===== src/rtl/regfile_sb_pkg.sv =====
// Shared types for the register file. The 32-bit names below are kept for existing users;
// other widths use the flattened {dst, dstdata} layout sized by wr_entry_w().
package regfile_sb_pkg;

  localparam int XLEN_DEF  = 32;
  localparam int NREGS_DEF = 32;
  localparam int AW_DEF    = $clog2(NREGS_DEF);

  typedef logic [XLEN_DEF-1:0] unsigned_32;

  // dst sits above dstdata, the same bit order as one entry of the flattened wr_port bus.
  typedef struct packed {
    logic [AW_DEF-1:0] dst;
    unsigned_32        dstdata;
  } RegfileWriteType;

  function automatic int wr_entry_w(input int xlen, input int aw);
    return xlen + aw;
  endfunction

endpackage


===== src/rtl/regfile_scoreboard.sv =====
// Busy-bit scoreboard: reservations set a bit, writes clear it, and a reservation beats a
// write that hits the same register in the same cycle.
module regfile_scoreboard #(
  parameter int NREGS  = 32,
  parameter int NUM_WR = 2,
  parameter int AW     = $clog2(NREGS)
) (
  input  logic                 clk,
  input  logic                 rst,
  input  logic [NUM_WR-1:0]    wr_valid_i,
  input  logic [NUM_WR*AW-1:0] wr_dst_i,
  input  logic                 rsv_valid_i,
  input  logic [AW-1:0]        rsv_dst_i,
  output logic [NREGS-1:0]     busy_vec_o
);

  logic [NREGS-1:0] busy_q, busy_d;

  always_comb begin
    busy_d = busy_q;
    for (int p = 0; p < NUM_WR; p++) begin
      if (wr_valid_i[p]) busy_d[wr_dst_i[p*AW +: AW]] = 1'b0;
    end
    if (rsv_valid_i) busy_d[rsv_dst_i] = 1'b1;
    busy_d[0] = 1'b0;
  end

  always_ff @(posedge clk or posedge rst) begin
    if (rst) busy_q <= '0;
    else     busy_q <= busy_d;
  end

  assign busy_vec_o = busy_q;

endmodule


===== src/rtl/regfile_sb.sv =====
// Multi-port register file with optional same-cycle write forwarding, write-collision flag,
// and a reservation scoreboard. x0 is hardwired to zero.
module regfile_sb
  import regfile_sb_pkg::*;
#(
  parameter int XLEN   = 32,
  parameter int NREGS  = 32,
  parameter int NUM_RD = 2,
  parameter int NUM_WR = 2,
  parameter int BYPASS = 1,
  localparam int AW    = $clog2(NREGS)
) (
  input  logic                               clk,
  input  logic                               rst,
  input  logic [NUM_WR*wr_entry_w(XLEN,AW)-1:0] wr_port,
  input  logic [NUM_WR-1:0]                  wr_valid,
  input  logic [NUM_RD*AW-1:0]               rd_addr,
  output logic [NUM_RD*XLEN-1:0]             rd_data,
  output logic [NUM_RD-1:0]                  rd_busy,
  input  logic                               rsv_valid,
  input  logic [AW-1:0]                      rsv_dst,
  output logic [NREGS-1:0]                   busy_vec,
  output logic                               wr_collision
);

  localparam int EW = wr_entry_w(XLEN, AW);

  logic [XLEN-1:0] regs_q [NREGS];
  logic [XLEN-1:0] regs_d [NREGS];
  logic [AW-1:0]   wr_dst  [NUM_WR];
  logic [XLEN-1:0] wr_data [NUM_WR];
  logic [NUM_WR*AW-1:0] wr_dst_flat;
  logic [NUM_WR-1:0]    wr_live;
  logic [AW-1:0]   rd_idx  [NUM_RD];
  logic            wr_collision_q, wr_collision_d;

  // A write is live only when strobed and not aimed at x0; x0 writes vanish everywhere.
  always_comb begin
    wr_dst_flat = '0;
    wr_live     = '0;
    for (int p = 0; p < NUM_WR; p++) begin
      wr_dst[p]  = wr_port[p*EW + XLEN +: AW];
      wr_data[p] = wr_port[p*EW +: XLEN];
      wr_dst_flat[p*AW +: AW] = wr_dst[p];
      wr_live[p] = wr_valid[p] && (wr_dst[p] != '0);
    end
  end

  // Ascending port order: the highest-index port writing a register lands last and wins.
  always_comb begin
    regs_d = regs_q;
    for (int p = 0; p < NUM_WR; p++) begin
      if (wr_live[p]) regs_d[wr_dst[p]] = wr_data[p];
    end
  end

  always_comb begin
    wr_collision_d = 1'b0;
    for (int p = 0; p < NUM_WR; p++) begin
      for (int q = p + 1; q < NUM_WR; q++) begin
        if (wr_live[p] && wr_live[q] && (wr_dst[p] == wr_dst[q])) wr_collision_d = 1'b1;
      end
    end
  end

  always_ff @(posedge clk or posedge rst) begin
    if (rst) begin
      for (int r = 0; r < NREGS; r++) regs_q[r] <= '0;
      wr_collision_q <= 1'b0;
    end else begin
      regs_q         <= regs_d;
      wr_collision_q <= wr_collision_d;
    end
  end

  assign wr_collision = wr_collision_q;

  regfile_scoreboard #(
    .NREGS  (NREGS),
    .NUM_WR (NUM_WR),
    .AW     (AW)
  ) u_scoreboard (
    .clk         (clk),
    .rst         (rst),
    .wr_valid_i  (wr_live),
    .wr_dst_i    (wr_dst_flat),
    .rsv_valid_i (rsv_valid),
    .rsv_dst_i   (rsv_dst),
    .busy_vec_o  (busy_vec)
  );

  always_comb begin
    rd_data = '0;
    rd_busy = '0;
    for (int i = 0; i < NUM_RD; i++) begin
      logic fwd_hit;
      rd_idx[i] = rd_addr[i*AW +: AW];
      rd_data[i*XLEN +: XLEN] = regs_q[rd_idx[i]];
      fwd_hit = 1'b0;
      for (int p = 0; p < NUM_WR; p++) begin
        if (wr_live[p] && (wr_dst[p] == rd_idx[i])) begin
          fwd_hit = 1'b1;
          if (BYPASS != 0) rd_data[i*XLEN +: XLEN] = wr_data[p];
        end
      end
      // A same-cycle write retires the reservation unless a new one lands on it too.
      rd_busy[i] = busy_vec[rd_idx[i]] &&
                   !((BYPASS != 0) && fwd_hit && !(rsv_valid && (rsv_dst == rd_idx[i])));
    end
  end

endmodule


===== config.mk =====
export PLATFORM = sky130hd
export DESIGN_NAME = regfile_sb
export DESIGN_NICKNAME = d
export VERILOG_FILES = /design/src/rtl/regfile_sb_pkg.sv /design/src/rtl/regfile_scoreboard.sv /design/src/rtl/regfile_sb.sv
export SDC_FILE = /design/constraint.sdc
export NUM_CORES = 2
export LEC_CHECK = 0
export BUFFER_PORTS_ARGS = -buffer_cell sky130_fd_sc_hd__buf_2
export CAP_MARGIN = 20
export CELL_PAD_IN_SITES_DETAIL_PLACEMENT = 0
export CELL_PAD_IN_SITES_GLOBAL_PLACEMENT = 1
export CORE_MARGIN = 8
export CORE_UTILIZATION = 51
export DETAILED_ROUTE_END_ITERATION = 8
export MAX_ROUTING_LAYER = met4
export PLACE_DENSITY = 0.82
export SLEW_MARGIN = 20
export SYNTH_ARGS = -nofsm -noshare
export SYNTH_HDL_FRONTEND = slang
export SYNTH_HIERARCHICAL = 1
export SYNTH_SLANG_ARGS = --single-unit

===== constraint.sdc =====
create_clock -name clk -period 36.2 [get_ports clk]
set_input_delay 1.81 -clock clk [delete_from_list [all_inputs] [get_ports clk]]
set_output_delay 1.81 -clock clk [all_outputs]
set_load 0.1 [all_outputs]

### After elaboration in Yosys (flattened, before gate mapping)

Cells that the tools add are included.

* bits in registers: 1056
* output and inout port bits: 99
* word-level logic and storage cells: 125
* bits of input ports: 94

* eq/ne operators: 7
* reduce and logical (&&, ||, !) cells: 25
* bitwise logic cells: 9
* multiplexer cells: 36
* magnitude comparators: 14

Operators by type and width (count)
* $bwmux W1024: 2
* $mux W1024: 2
* $mux W32: 13
* $bmux W32 S5: 2
* $demux W32 S5: 2
* $and A32 B32 Y32: 2
* $not A32 Y32: 2
* $eq A5 B5 Y1: 7
* $or A32 B32 Y32: 1
* $lt A5 B6 Y1 const B: 5
* $ge A6 B6 Y1 const B: 4
* $not A5 Y6: 4
* $logic_and A1 B1 Y1: 19
* $demux W1 S5: 3
* $ge A5 B1 Y1 const B: 3
* $lt A6 B1 Y1 const B: 2
* $bmux W1 S5: 2
* $mux W1: 10
* $reduce_bool A5 Y1: 2
* $logic_not A1 Y1: 4

### Longest topological paths before layout

* word-level depth: 11
* mapped depth: 9
* mapped depth without buffers: 6

### Modules after synthesis

The synthesis kept the hierarchy.

By module, submodules not included
* regfile_sb: sequential area each 25649.6 µm², area an instance 65321.4 µm², cells each 6195, times used 1
* regfile_scoreboard: sequential area each 775.7 µm², area an instance 1680.4 µm², cells each 156, times used 1

### Worst setup path before layout

Ideal clock, no wire load.

* path kind: input port to output port
* from: input port wr_port[71]
* to: output port rd_data[5]
* data arrival time: 7.652 ns
* slack: 26.738 ns
* path buffers: 3
* required time: 34.390 ns
* stages: 8
* cell sequence: buf_2 nor3_2 nand2_1 or4b_1 buf_2 buf_2 nor2_1 a2111oi_0

* word-level cells in the longest chain between the ends: 4
* elaborated cells on any way between the ends: 5
* classes of those cells: eq/ne: 1; mux: 1; reduce/logical: 3

Ends and longest elaborated chain
* start, declared: line regfile_sb.sv:15 `input logic [NUM_WR*wr_entry_w(XLEN,AW)-1:0] wr_port,`
* $reduce_bool A5 Y1: line regfile_sb.sv:45 `wr_live[p] = wr_valid[p] && (wr_dst[p] != '0);`
* $logic_and A1 B1 Y1: line regfile_sb.sv:45
* $logic_and A1 B1 Y1 (*): line regfile_sb.sv:101 `if (wr_live[p] && (wr_dst[p] == rd_idx[i])) begin`
* $mux W32 (*): line regfile_sb.sv:101
* end, declared: line regfile_sb.sv:18 `output logic [NUM_RD*XLEN-1:0] rd_data,`

Mark *: on every way between the ends. The rest lies on a longest branch, timed or not.

### Worst setup path after layout

* from: input port wr_port[73]
* to: output port rd_data[8]

The elaborated chain is that of the path after synthesis.

==> run_results.csv <==
group,metric,value,unit
status,status,"completed",
sta,max_slew_margin,15.8,%
min_path,hp-start,"regs_q[1000]",
grt,grt_max_degree,163,
synthesis,synth_top_cell_by_area,"dfrtp_1",
pwr,ir_drop,0.0472,mV
sta,tns,0,ns
grt,busiest_layer,"met2",
synthesis,synth_area,67000,sq um
grt,grt.overflow.total,0,
grt,antenna_found_initial,18,
pwr,leakagePower,0.0315,uW
grt,grt_usage,37.9,%
die,io_pins,193,
critical_path,endpoint_kind,"output port",
die,die_y,378,um
synthesis,synth.top_cell.area_share,39.4,%
detailed_routing,routed_wl,270,mm
die,rows,133,
sta,finalCritPeriodShare,22.8,%
clock_network,clk_path_buf_depth,3,
die,core_area,131000,sq um
clock_network,cts-resized-gates,0,
placed_design,dpl.hpwl,143,mm
detailed_routing,drcViolationCount,0,
synthesis,avgSynthCellArea,10.5,sq um
clock_network,cts_buffers,118,
die,initial_core_util,51.2,%
sta,rsz0062_at_grt,"no",
clock_network,cts_sinks,1056,
cells_and_area,layout-drive-gt1-share,19.5,%
synthesis,synth_enable_flop_cells,0,
clock_network,clk_latency,0.76,ns
sta,clock_skew,0,ns
grt,grt_pass1_wl,385,mm
detailed_routing,viasPerCell,7.16,
critical_path,crit_top_cell,"buf_2",
sta,period_minus_slack,8.26,ns
sta,fmax,121,MHz
detailed_routing,drt_iter0_markers,9055,
cells_and_area,nFillCells,11200,
clock_network,postCtsSetupRepairBufs,0,
detailed_routing,vias,55800,
placed_design,place_area,68100,sq um
critical_path,cp.required,34.39,ns
synthesis,synth.distinct_cells,69,
sta,setup_viol,0,
synthesis,synth_warnings,6,
grt,grt_pass1_vias,53500,
clock_network,cts.hold.buffers_added,0,
critical_path,crit-reg2reg-capture,"regs_q[92]",
critical_path,r2r_slack,35.34,ns
sta,maxSlewViolCount,0,
cells_and_area,area_growth,7.87,%
placed_design,place_ws,28.09,ns
clock_network,root_buffer,"clkbuf_16",
job,drv_cap,0,
synthesis,synthFlopType,"dfrtp_1",
sta,tightestPinTransition,1.26,ns
detailed_routing,drtPass1Iterations,7,
die,dieArea,143000,sq um
grt,use_met3,10.9,%
sta,setup_slack,27.94,ns
synthesis,ys_seq_elements,1056,
pwr,p_per_area,58.7,nW/um^2
cells_and_area,seq_area,26400,sq um
placed_design,gp_congestion,0.946,
grt,grtUsageMet1,46.7,%
cells_and_area,fin_area,72300,sq um
critical_path,critPathMaxStageDelay,0.86,ns
sta,finalHoldViolCount,0,
min_path,hold_path_class,"register to register",
cells_and_area,fin_nets,6017,
critical_path,worst_path_max_delay_cell,"nand3_2",
grt,use_met2,54.8,%
critical_path,cp.arrival,6.45,ns
critical_path,rr_worst_depth,2,
placed_design,portBuffers,191,
synthesis,ys_async_sr_fraction,100,%
critical_path,reg2reg_from,"regs_q[92]",
synthesis,ys_top_cells_by_area,"dfrtp_1 (39%), mux4_2 (18%), mux2i_1 (14%)",
critical_path,setup.worst_path.class,"input pin to output port",
critical_path,cp_cell_sequence,"buf_2, nor3_2, nand2_4, or4b_2, buf_4, nand3_2, o2111ai_1, buf_2",
cells_and_area,multi_input_area,37600,sq um
min_path,hold_path_end,"regs_q[1000]",
clock_network,cts_tree,"built",
synthesis,synth-seq-area-share,39.4,%
detailed_routing,wl_per_cell,34.7,um
min_path,holdPathStages,0,
detailed_routing,antenna_left,0,
critical_path,cp-start-kind,"input pin",
critical_path,cp_max_fo,41,
synthesis,synth_fp_nets,6445,
synthesis,synth_cells,6351,
clock_network,clk_pin_slew,0.06,ns
clock_network,cts_max_level,3,
die,die_w,378,um
## layout make-up
type	instances	share of cell area [%]
Clock inverter	38	0.691
Clock buffer	179	4.98
Timing Repair Buffer	295	2.62
Tap cell	1755	3.04
Multi-Input combinational cell	4447	52.0
Inverter	5	0.0364
Antenna cell	19	0.0658
Sequential cell	1056	36.6
## logic make-up after synthesis
family	synth area share, %
compound gates	13.4
xor+xnor	0.480
buf+inv	5.34
flops	39.4
mux	32.1
other cells	0.00560
simple gates	9.20
## stage by stage
stage          util, %  total power [uW]  hold slack [ns]  std cells
2_1_floorplan        -              2640            0.441       6351
3_3_place_gp      51.9              2890            0.376       7554
3_5_place_dp      52.0              2940            0.383       7556
4_1_cts           55.1              4210            0.397       7773
5_1_grt           55.2              4390            0.408       7787
6_report          55.2              4240            0.399       7794
## worst max-delay path: cells and delay by family
kind            cells  cell delay, ns
compound gates      1            0.84
simple gates        4            2.37
buf+inv             3            1.39
## synthesized netlist by cell type, drive strengths merged, types with 5 or more instances
master	n
a2111oi	48
a21oi	712
a221oi	63
a22o	90
a22oi	153
a31oi	28
and2	21
and3	8
and3b	5
buf	298
clkbuf	545
dfrtp	1056
mux2	9
mux2i	957
mux4	526
nand2	526
nand2b	10
nand3	33
nand4	25
nor2	629
nor2b	22
nor3	65
nor4	55
o2111ai	15
o21a	5
o21ai	357
or3	6
xnor2	14
xor2	21
## where the power goes
group | internal, uW | switching [uW]
combinational | 547 | 663
sequential | 1490 | 258
clock | 758 | 529
## state kept, by name, indices dropped and copies added, names as in the netlist
signal and flops:
wr_collision 1, regs_q 1024, u_scoreboard/busy_vec_o 31
## worst max path at each step
stage,start,endpoint
after floorplan,rst,regs_q[0]
after global placement,rd_addr[6],rd_data[62]
after detailed placement,rd_addr[6],rd_data[62]
after CTS,rd_addr[6],rd_data[62]
after global routing,wr_port[73],rd_data[0]
final,wr_port[73],rd_data[8]
## layer usage
metal  share of wire (%)  vias to the layer above
li1                    -                    22600
met1                  36                    27500
met2                  44                     4454
met3                  13                     1246
met4                 8.1                        0
met5                   0                        -
## cells in the final DEF (no fill, tap or decap), types with 11 or more instances in the layout
master | Yosys | final
a22o_1 | 90 | 90
nand3_1 | 32 | 24
nand2_1 | 526 | 501
bufinv_16 | 0 | 11
nor3_1 | 60 | 58
a21oi_1 | 712 | 712
xnor2_1 | 12 | 12
nand4_1 | 24 | 24
mux4_2 | 526 | 526
and2_1 | 21 | 14
mux2i_1 | 957 | 957
nor2_1 | 629 | 610
nand2_4 | 0 | 24
nor2_4 | 0 | 19
o21ai_1 | 95 | 95
a31oi_1 | 28 | 28
clkbuf_16 | 0 | 121
diode_2 | 0 | 19
xor2_1 | 21 | 21
o21ai_0 | 262 | 262
a22oi_1 | 153 | 153
a221oi_1 | 63 | 63
dfrtp_1 | 1056 | 1056
buf_4 | 32 | 96
nor2b_1 | 22 | 16
nor4_1 | 52 | 51
a2111oi_2 | 42 | 42
buf_2 | 173 | 186
o2111ai_1 | 15 | 15
clkbuf_1 | 537 | 23
clkbuf_8 | 0 | 35
clkinv_2 | 0 | 21
(Power assumes the default switching activity.)
